$ cat src/rtl/uart_rx_param_if.sv
// Consumer-side bundle of the parametrised UART receiver: the receive FIFO
// head (data plus per-frame flags), the pop/clear strobes, and the status bits.
interface uart_rx_param_if #(
  parameter int unsigned DATA_BITS = 8
);
  logic                 rdy;
  logic [DATA_BITS-1:0] cmd;
  logic                 frm_err;
  logic                 par_err;
  logic                 ovr_err;
  logic                 busy;
  logic                 clr_rdy;
  logic                 clr_err;

  // Receiver side: presents the FIFO head and status, takes the strobes.
  modport master (
    output rdy, cmd, frm_err, par_err, ovr_err, busy,
    input  clr_rdy, clr_err
  );

  // Consumer side: reads the head and status, issues pop/clear strobes.
  modport slave (
    input  rdy, cmd, frm_err, par_err, ovr_err, busy,
    output clr_rdy, clr_err
  );
endinterface

$ cat src/rtl/uart_rx_param.sv
// Parametrised UART receiver: two-flop RX synchroniser, mid-bit sampling FSM
// with false-start rejection, optional parity, 1/2 stop bits, break handling,
// and a small receive FIFO with a sticky overrun flag.
module uart_rx_param #(
  parameter int unsigned CLK_DIV    = 108,
  parameter int unsigned DATA_BITS  = 8,
  parameter int unsigned PARITY_EN  = 0,
  parameter int unsigned PARITY_ODD = 0,
  parameter int unsigned STOP_BITS  = 1,
  parameter int unsigned FIFO_DEPTH = 4
) (
  input  logic               clk,
  input  logic               rst_n,
  input  logic               RX,
  uart_rx_param_if.master    bus
);

  localparam int unsigned CNT_W = $clog2(CLK_DIV);
  localparam int unsigned BIT_W = $clog2(DATA_BITS);
  localparam int unsigned PTR_W = $clog2(FIFO_DEPTH);
  localparam int unsigned OCC_W = PTR_W + 1;
  localparam int unsigned ENT_W = DATA_BITS + 2;

  localparam logic [CNT_W-1:0] CNT_FULL  = CNT_W'(CLK_DIV - 1);
  localparam logic [CNT_W-1:0] CNT_HALF  = CNT_W'(CLK_DIV / 2 - 1);
  localparam logic [BIT_W-1:0] BIT_LAST  = BIT_W'(DATA_BITS - 1);
  localparam logic             STOP_LAST = 1'(STOP_BITS - 1);
  localparam logic             ODD       = 1'(PARITY_ODD);
  localparam logic [OCC_W-1:0] OCC_FULL  = OCC_W'(FIFO_DEPTH);

  typedef enum logic [2:0] {
    S_IDLE,
    S_START,
    S_DATA,
    S_PARITY,
    S_STOP,
    S_BREAK
  } state_t;

  // Synchroniser
  logic rx_m, rx_s;

  // Frame FSM
  state_t               state, state_nxt;
  logic [CNT_W-1:0]     cnt, cnt_nxt;
  logic [BIT_W-1:0]     bit_idx, bit_nxt;
  logic                 stop_idx, stop_nxt;
  logic [DATA_BITS-1:0] shreg, shreg_nxt;
  logic                 frm_acc, frm_nxt;
  logic                 par_acc, par_nxt;
  logic                 sample;
  logic                 push;

  // FIFO
  logic [ENT_W-1:0] mem [FIFO_DEPTH];
  logic [PTR_W-1:0] wr_ptr, rd_ptr;
  logic [OCC_W-1:0] count;
  logic             ovr;
  logic             full, pop, wr_en, ovr_set;
  logic [ENT_W-1:0] head;

  // Two-flop synchroniser, idle-high reset so no spurious start after reset.
  always_ff @(posedge clk or negedge rst_n) begin
    if (!rst_n) begin
      rx_m <= 1'b1;
      rx_s <= 1'b1;
    end else begin
      rx_m <= RX;
      rx_s <= rx_m;
    end
  end

  // FSM and frame datapath registers.
  always_ff @(posedge clk or negedge rst_n) begin
    if (!rst_n) begin
      state    <= S_IDLE;
      cnt      <= '0;
      bit_idx  <= '0;
      stop_idx <= 1'b0;
      shreg    <= '0;
      frm_acc  <= 1'b0;
      par_acc  <= 1'b0;
    end else begin
      state    <= state_nxt;
      cnt      <= cnt_nxt;
      bit_idx  <= bit_nxt;
      stop_idx <= stop_nxt;
      shreg    <= shreg_nxt;
      frm_acc  <= frm_nxt;
      par_acc  <= par_nxt;
    end
  end

  assign sample = (cnt == '0);

  // Next-state, bit sampling and push generation.
  always_comb begin
    state_nxt = state;
    cnt_nxt   = sample ? cnt : cnt - 1'b1;
    bit_nxt   = bit_idx;
    stop_nxt  = stop_idx;
    shreg_nxt = shreg;
    frm_nxt   = frm_acc;
    par_nxt   = par_acc;
    push      = 1'b0;
    unique case (state)
      S_IDLE: begin
        if (!rx_s) begin
          state_nxt = S_START;
          cnt_nxt   = CNT_HALF;
        end
      end
      S_START: begin
        if (sample) begin
          if (rx_s) begin
            state_nxt = S_IDLE;
          end else begin
            state_nxt = S_DATA;
            cnt_nxt   = CNT_FULL;
            bit_nxt   = '0;
            frm_nxt   = 1'b0;
            par_nxt   = 1'b0;
          end
        end
      end
      S_DATA: begin
        if (sample) begin
          shreg_nxt = {rx_s, shreg[DATA_BITS-1:1]};
          cnt_nxt   = CNT_FULL;
          bit_nxt   = bit_idx + 1'b1;
          if (bit_idx == BIT_LAST) begin
            state_nxt = (PARITY_EN != 0) ? S_PARITY : S_STOP;
            stop_nxt  = 1'b0;
          end
        end
      end
      S_PARITY: begin
        if (sample) begin
          par_nxt   = ((^shreg) ^ rx_s) != ODD;
          cnt_nxt   = CNT_FULL;
          state_nxt = S_STOP;
        end
      end
      S_STOP: begin
        if (sample) begin
          cnt_nxt = CNT_FULL;
          if (!rx_s) frm_nxt = 1'b1;
          if (stop_idx == STOP_LAST) begin
            push      = 1'b1;
            state_nxt = rx_s ? S_IDLE : S_BREAK;
          end else begin
            stop_nxt = stop_idx + 1'b1;
          end
        end
      end
      S_BREAK: begin
        if (rx_s) state_nxt = S_IDLE;
      end
      default: state_nxt = S_IDLE;
    endcase
  end

  // FIFO control: a pop frees a slot in the same cycle, so push-on-full
  // with a coincident pop is accepted rather than counted as an overrun.
  assign full    = (count == OCC_FULL);
  assign pop     = bus.clr_rdy && (count != '0);
  assign wr_en   = push && (!full || pop);
  assign ovr_set = push && full && !pop;

  // FIFO storage; only the written slot changes.
  always_ff @(posedge clk) begin
    if (wr_en) mem[wr_ptr] <= {shreg_nxt, frm_nxt, par_nxt};
  end

  // FIFO pointers, occupancy and sticky overrun (set wins over clear).
  always_ff @(posedge clk or negedge rst_n) begin
    if (!rst_n) begin
      wr_ptr <= '0;
      rd_ptr <= '0;
      count  <= '0;
      ovr    <= 1'b0;
    end else begin
      if (wr_en) wr_ptr <= wr_ptr + 1'b1;
      if (pop)   rd_ptr <= rd_ptr + 1'b1;
      unique case ({wr_en, pop})
        2'b10:   count <= count + 1'b1;
        2'b01:   count <= count - 1'b1;
        default: count <= count;
      endcase
      if (ovr_set)          ovr <= 1'b1;
      else if (bus.clr_err) ovr <= 1'b0;
    end
  end

  // Head entry is masked while empty so outputs read zero after reset.
  assign head        = mem[rd_ptr];
  assign bus.rdy     = (count != '0);
  assign bus.cmd     = bus.rdy ? head[ENT_W-1:2] : '0;
  assign bus.frm_err = bus.rdy ? head[1] : 1'b0;
  assign bus.par_err = bus.rdy ? head[0] : 1'b0;
  assign bus.ovr_err = ovr;
  assign bus.busy    = (state != S_IDLE);

endmodule
$ cat src/flat_wrapper.sv
// flat-port wrapper written by rule: the top's interface ports become plain ports
module uart_rx_param_flat 
#(
  parameter int unsigned CLK_DIV    = 108,
  parameter int unsigned DATA_BITS  = 8,
  parameter int unsigned PARITY_EN  = 0,
  parameter int unsigned PARITY_ODD = 0,
  parameter int unsigned STOP_BITS  = 1,
  parameter int unsigned FIFO_DEPTH = 4
)
  (clk, rst_n, RX, bus_rdy, bus_cmd, bus_frm_err, bus_par_err, bus_ovr_err, bus_busy, bus_clr_rdy, bus_clr_err);
  uart_rx_param_if #(.DATA_BITS(DATA_BITS)) bus_i ();
  input  logic clk;
  input  logic rst_n;
  input  logic RX;
  output wire logic [$bits(bus_i.rdy)-1:0] bus_rdy;
  output wire logic [$bits(bus_i.cmd)-1:0] bus_cmd;
  output wire logic [$bits(bus_i.frm_err)-1:0] bus_frm_err;
  output wire logic [$bits(bus_i.par_err)-1:0] bus_par_err;
  output wire logic [$bits(bus_i.ovr_err)-1:0] bus_ovr_err;
  output wire logic [$bits(bus_i.busy)-1:0] bus_busy;
  input wire logic [$bits(bus_i.clr_rdy)-1:0] bus_clr_rdy;
  input wire logic [$bits(bus_i.clr_err)-1:0] bus_clr_err;
  assign bus_rdy = bus_i.rdy;
  assign bus_cmd = bus_i.cmd;
  assign bus_frm_err = bus_i.frm_err;
  assign bus_par_err = bus_i.par_err;
  assign bus_ovr_err = bus_i.ovr_err;
  assign bus_busy = bus_i.busy;
  assign bus_i.clr_rdy = bus_clr_rdy;
  assign bus_i.clr_err = bus_clr_err;
  uart_rx_param #(.CLK_DIV(CLK_DIV), .DATA_BITS(DATA_BITS), .PARITY_EN(PARITY_EN), .PARITY_ODD(PARITY_ODD), .STOP_BITS(STOP_BITS), .FIFO_DEPTH(FIFO_DEPTH)) u_core (.clk(clk), .rst_n(rst_n), .RX(RX), .bus(bus_i));
endmodule
$ cat config.mk
export PLATFORM = sky130hd
export DESIGN_NAME = uart_rx_param_flat
export DESIGN_NICKNAME = d
export VERILOG_FILES = /design/src/rtl/uart_rx_param_if.sv /design/src/rtl/uart_rx_param.sv /design/src/flat_wrapper.sv
export SDC_FILE = /design/constraint.sdc
export NUM_CORES = 1
export LEC_CHECK = 0
export ABC_AREA = 1
export CAP_MARGIN = 30
export CORE_ASPECT_RATIO = 1.1
export CORE_MARGIN = 2
export CORE_UTILIZATION = 49
export CTS_BUF_LIST = sky130_fd_sc_hd__clkbuf_4 sky130_fd_sc_hd__clkbuf_8
export DETAILED_ROUTE_END_ITERATION = 12
export GPL_ROUTABILITY_DRIVEN = 0
export HOLD_SLACK_MARGIN = 0.06
export PLACE_DENSITY = 0.67
export SYNTH_ARGS = -nofsm -noshare
export SYNTH_HDL_FRONTEND = slang
export SYNTH_SLANG_ARGS = --single-unit
$ cat constraint.sdc
create_clock -name clk -period 4.3 [get_ports clk]
set_input_delay 0.86 -clock clk [delete_from_list [all_inputs] [get_ports clk]]
set_output_delay 0.86 -clock clk [all_outputs]
set_load 0.05 [all_outputs]
==> impl_metrics.json <==
{
  "ys_ff_latch": 73,
  "nFillCells": 595,
  "power.density_mw_per_mm2": 526,
  "ys_async_sr_fraction_pct": 45.2,
  "post_drt_wl_per_cell_um": 12.7,
  "swShare_pct": 36.8,
  "max_slew_margin_pct": 36.9,
  "grt_pass1_wl_um": 11100,
  "netlist_area_mm2": 0.00353,
  "antenna_left": 0,
  "multiInputGateArea_mm2": 0.00127,
  "p_switching_mw": 0.775,
  "cp_slowest_cell": "clkdlybuf4s50_1",
  "leakagePower_nw": 1.79,
  "grt_overflow": 0,
  "comb_power_share_pct": 33.8,
  "cts_resized": 0,
  "synth_edf_count": 40,
  "ys_top_cells_by_count": "75 x nand2_1, 69 x nor2_1, 40 x edfxtp_1, 37 x inv_1, 31 x dfrtp_1",
  "die_w_um": 84.9,
  "timing.final.crit_share_pct": 83.3,
  "via_per_inst": 4.98,
  "fin_setup_tns_ps": 0,
  "endpoint_kind": "output pin",
  "ys_seq_area_share_pct": 57.5,
  "critPathArrivalTime_ps": 2720,
  "hold_violations": 0,
  "track_usage_pct": 18.0,
  "cts_hold_buf": 0,
  "n_antenna_cell": 0,
  "synthesis.nets": 399,
  "vias": 2485,
  "path_clk_slew_ps": 80,
  "place_hpwl_um": 4480,
  "antenna_found_initial": 0,
  "clock-sinks": 73,
  "ys_top_cells_by_area": "edfxtp_1 34%, dfrtp_1 22%, nand2_1 8.0%",
  "period_minus_slack_ps": 3580,
  "yosys_warnings": 0,
  "timing.fmax_mhz": 279,
  "critPathBufInv": 2,
  "status": "finished, final reports clean",
  "cp-start-kind": "register",
  "ir_worst_vdd_v": 0.000476,
  "postCtsSetupRepairBufs": 0,
  "cp_top_family": "buffers and inverters",
  "clock_skew_ps": 7.68,
  "fp.dieH_um": 93.0,
  "cts-htree-levels": 3,
  "cap_violations": 0,
  "ys_types": 32,
  "timing.critical_path.slowest_cell_delay_ps": 830,
  "drc": 0,
  "cp_cell_sequence": "inv_1 -> o21ai_0 -> a21oi_1 -> clkdlybuf4s50_1",
  "cp.required_ps": 3440,
  "cts_made_buffers": 9,
  "slew_viol_final": 0,
  "final-setup-viol-count": 0,
  "worst_pin_slew_ps": 944,
  "synth_most_common_cell": "nand2_1",
  "cell_internal_pwr_mw": 1.33,
  "totalPowerFinal_mw": 2.11,
  "synth_area_per_cell_um2": 9.16,
  "layout.nets": 423,
  "ys.flop_type": "edfxtp_1",
  "drive_gt1_share_pct": 12.3,
  "area_delta_synth_final_pct": 13.6,
  "path_class": "register to output pin",
  "synth_top_area_share_pct": 34.1,
  "rsz0062_at_grt": "false",
  "drtPass1Iterations": 4,
  "drt_iter0_drc": 104,
  "dieArea_mm2": 0.00789,
  "critical_path.max_fanout": 22,
  "grt_pass1_vias": 2430,
  "grt_max_degree": 34,
  "yosysTopAreaCell": "edfxtp_1",
  "io_pins": 18,
  "io_buffers": 17,
  "clk_path_buf_depth": 2,
  "regArea_mm2": 0.00203,
  "core_area_mm2": 0.00701,
  "start_util_pct": 50.3,
  "wl_um": 6350,
  "worstHoldPathType": "register to register",
  "rows": 32,
  "clkPwrFrac_pct": 28.1,
  "insertion_delay_ps": 340,
  "netlist_instances": 385,
  "cts_root_buf": "clkbuf_8",
  "seq_power_share_pct": 38.1,
  "cts_tree": "yes"
}
-- sequential cells by signal, summed over array words and instances (netlist names) --
register / cells
u_core.bus.ovr_err: 1
u_core.bit_idx: 3
u_core.mem: 40
u_core.wr_ptr: 2
u_core.shreg: 8
u_core.frm_acc: 1
u_core.rx_m: 1
u_core.cnt: 7
u_core.rx_s: 1
u_core.state: 3
u_core.rd_ptr: 2
u_core.count: 3
u_core.par_acc: 1
-- power by group through the flow --
stage	clock network, mW	logic [mW]	registers [mW]
after floorplan	0	0.535	0.790
after global placement	0	0.702	0.815
after detailed placement	0	0.715	0.816
after CTS	0.607	0.716	0.801
after global routing	0.634	0.769	0.808
final	0.592	0.712	0.802
-- per-layer routing --
layer | wire, um | GRT usage, % | vias up
met2 | 3140 | 30.3 | 29
met3 | 169 | 4.94 | 7
met5 | 0 | 0 | -
met1 | 2960 | 22.8 | 1148
met4 | 73 | 5.69 | 0
li1 | - | - | 1301
-- stage by stage --
step	hold slack, ps	setup WS (ps)	area (um2)	std cells	util, %
finish	360	717	4010	499	57.2
global route	365	476	4010	499	57.2
CTS	363	701	4010	499	57.2
detailed placement	351	1080	3780	483	54.0
global placement	350	1200	3780	483	54.0
floorplan	345	1460	3530	385	-
-- cell usage in the layout (no fill, tap or decap), types with 2 or more instances in the layout --
cell             synthesis  routed
clkdlybuf4s50_1          0      17
dfstp_2                  2       2
nand2_2                  8       8
inv_1                   37      37
o21ai_2                  3       3
clkinv_1                 2       2
buf_4                    1       4
xor2_1                   4       4
nand2_1                 75      75
nand4_1                  2       2
o21ai_0                 26      26
nor2_4                   3       3
dfrtp_1                 31      31
ha_1                     8       8
clkinvlp_4               0       3
bufinv_16                0       2
inv_2                    8       8
a21oi_1                 16      16
nor2_2                   4       4
nor2_1                  69      69
nand3_1                 17      17
nand3_2                  2       2
edfxtp_1                40      40
o21ai_1                 12      12
clkbuf_8                 0       9
-- cell families (layout without fill, tap and decap cells) --
group | Yosys count | count (layout) | synth area share (%)
buffers and inverters | 55 | 84 | 6.42
xor gates and xnor gates | 5 | 5 | 1.24
adders and majority gates | 9 | 9 | 3.41
AOI/OAI and AO/OA | 61 | 61 | 9.19
and+or+nand+nor | 182 | 182 | 22.2
DFF | 73 | 73 | 57.5
-- layout make-up --
class	instances	area share (%)
Sequential cell	73	50.7
Clock buffer	10	3.28
Inverter	47	4.40
Timing Repair Buffer	21	5.00
Tap cell	85	2.65
Multi-Input combinational cell	257	31.7
Clock inverter	6	2.28
-- path summary, 6_finish.rpt --
kind | start | to | slack (ps) | depth (start not counted)
min reg2reg | u_core.rx_m | u_core.rx_s | 360 | 0
max reg2reg | u_core.cnt[0] | u_core.mem[2][9] | 1690 | 8
max in group asynchronous | rst_n | u_core.rx_m | 3040 | 2
min | u_core.rx_m | u_core.rx_s | 360 | 0
min in group asynchronous | rst_n | u_core.shreg[3] | 920 | 2
max | u_core.rd_ptr[0] | bus_cmd[3] | 720 | 4
-- worst reg2reg max path, delay by kind of cell (launching register included) --
family                   cells  cell delay (ps)
AND/OR/NAND/NOR              6             1500
flip-flops                   1              390
adder cells (fa/ha/maj)      1              210
buffers and inverters        1              130
(Power assumes the default switching activity.)
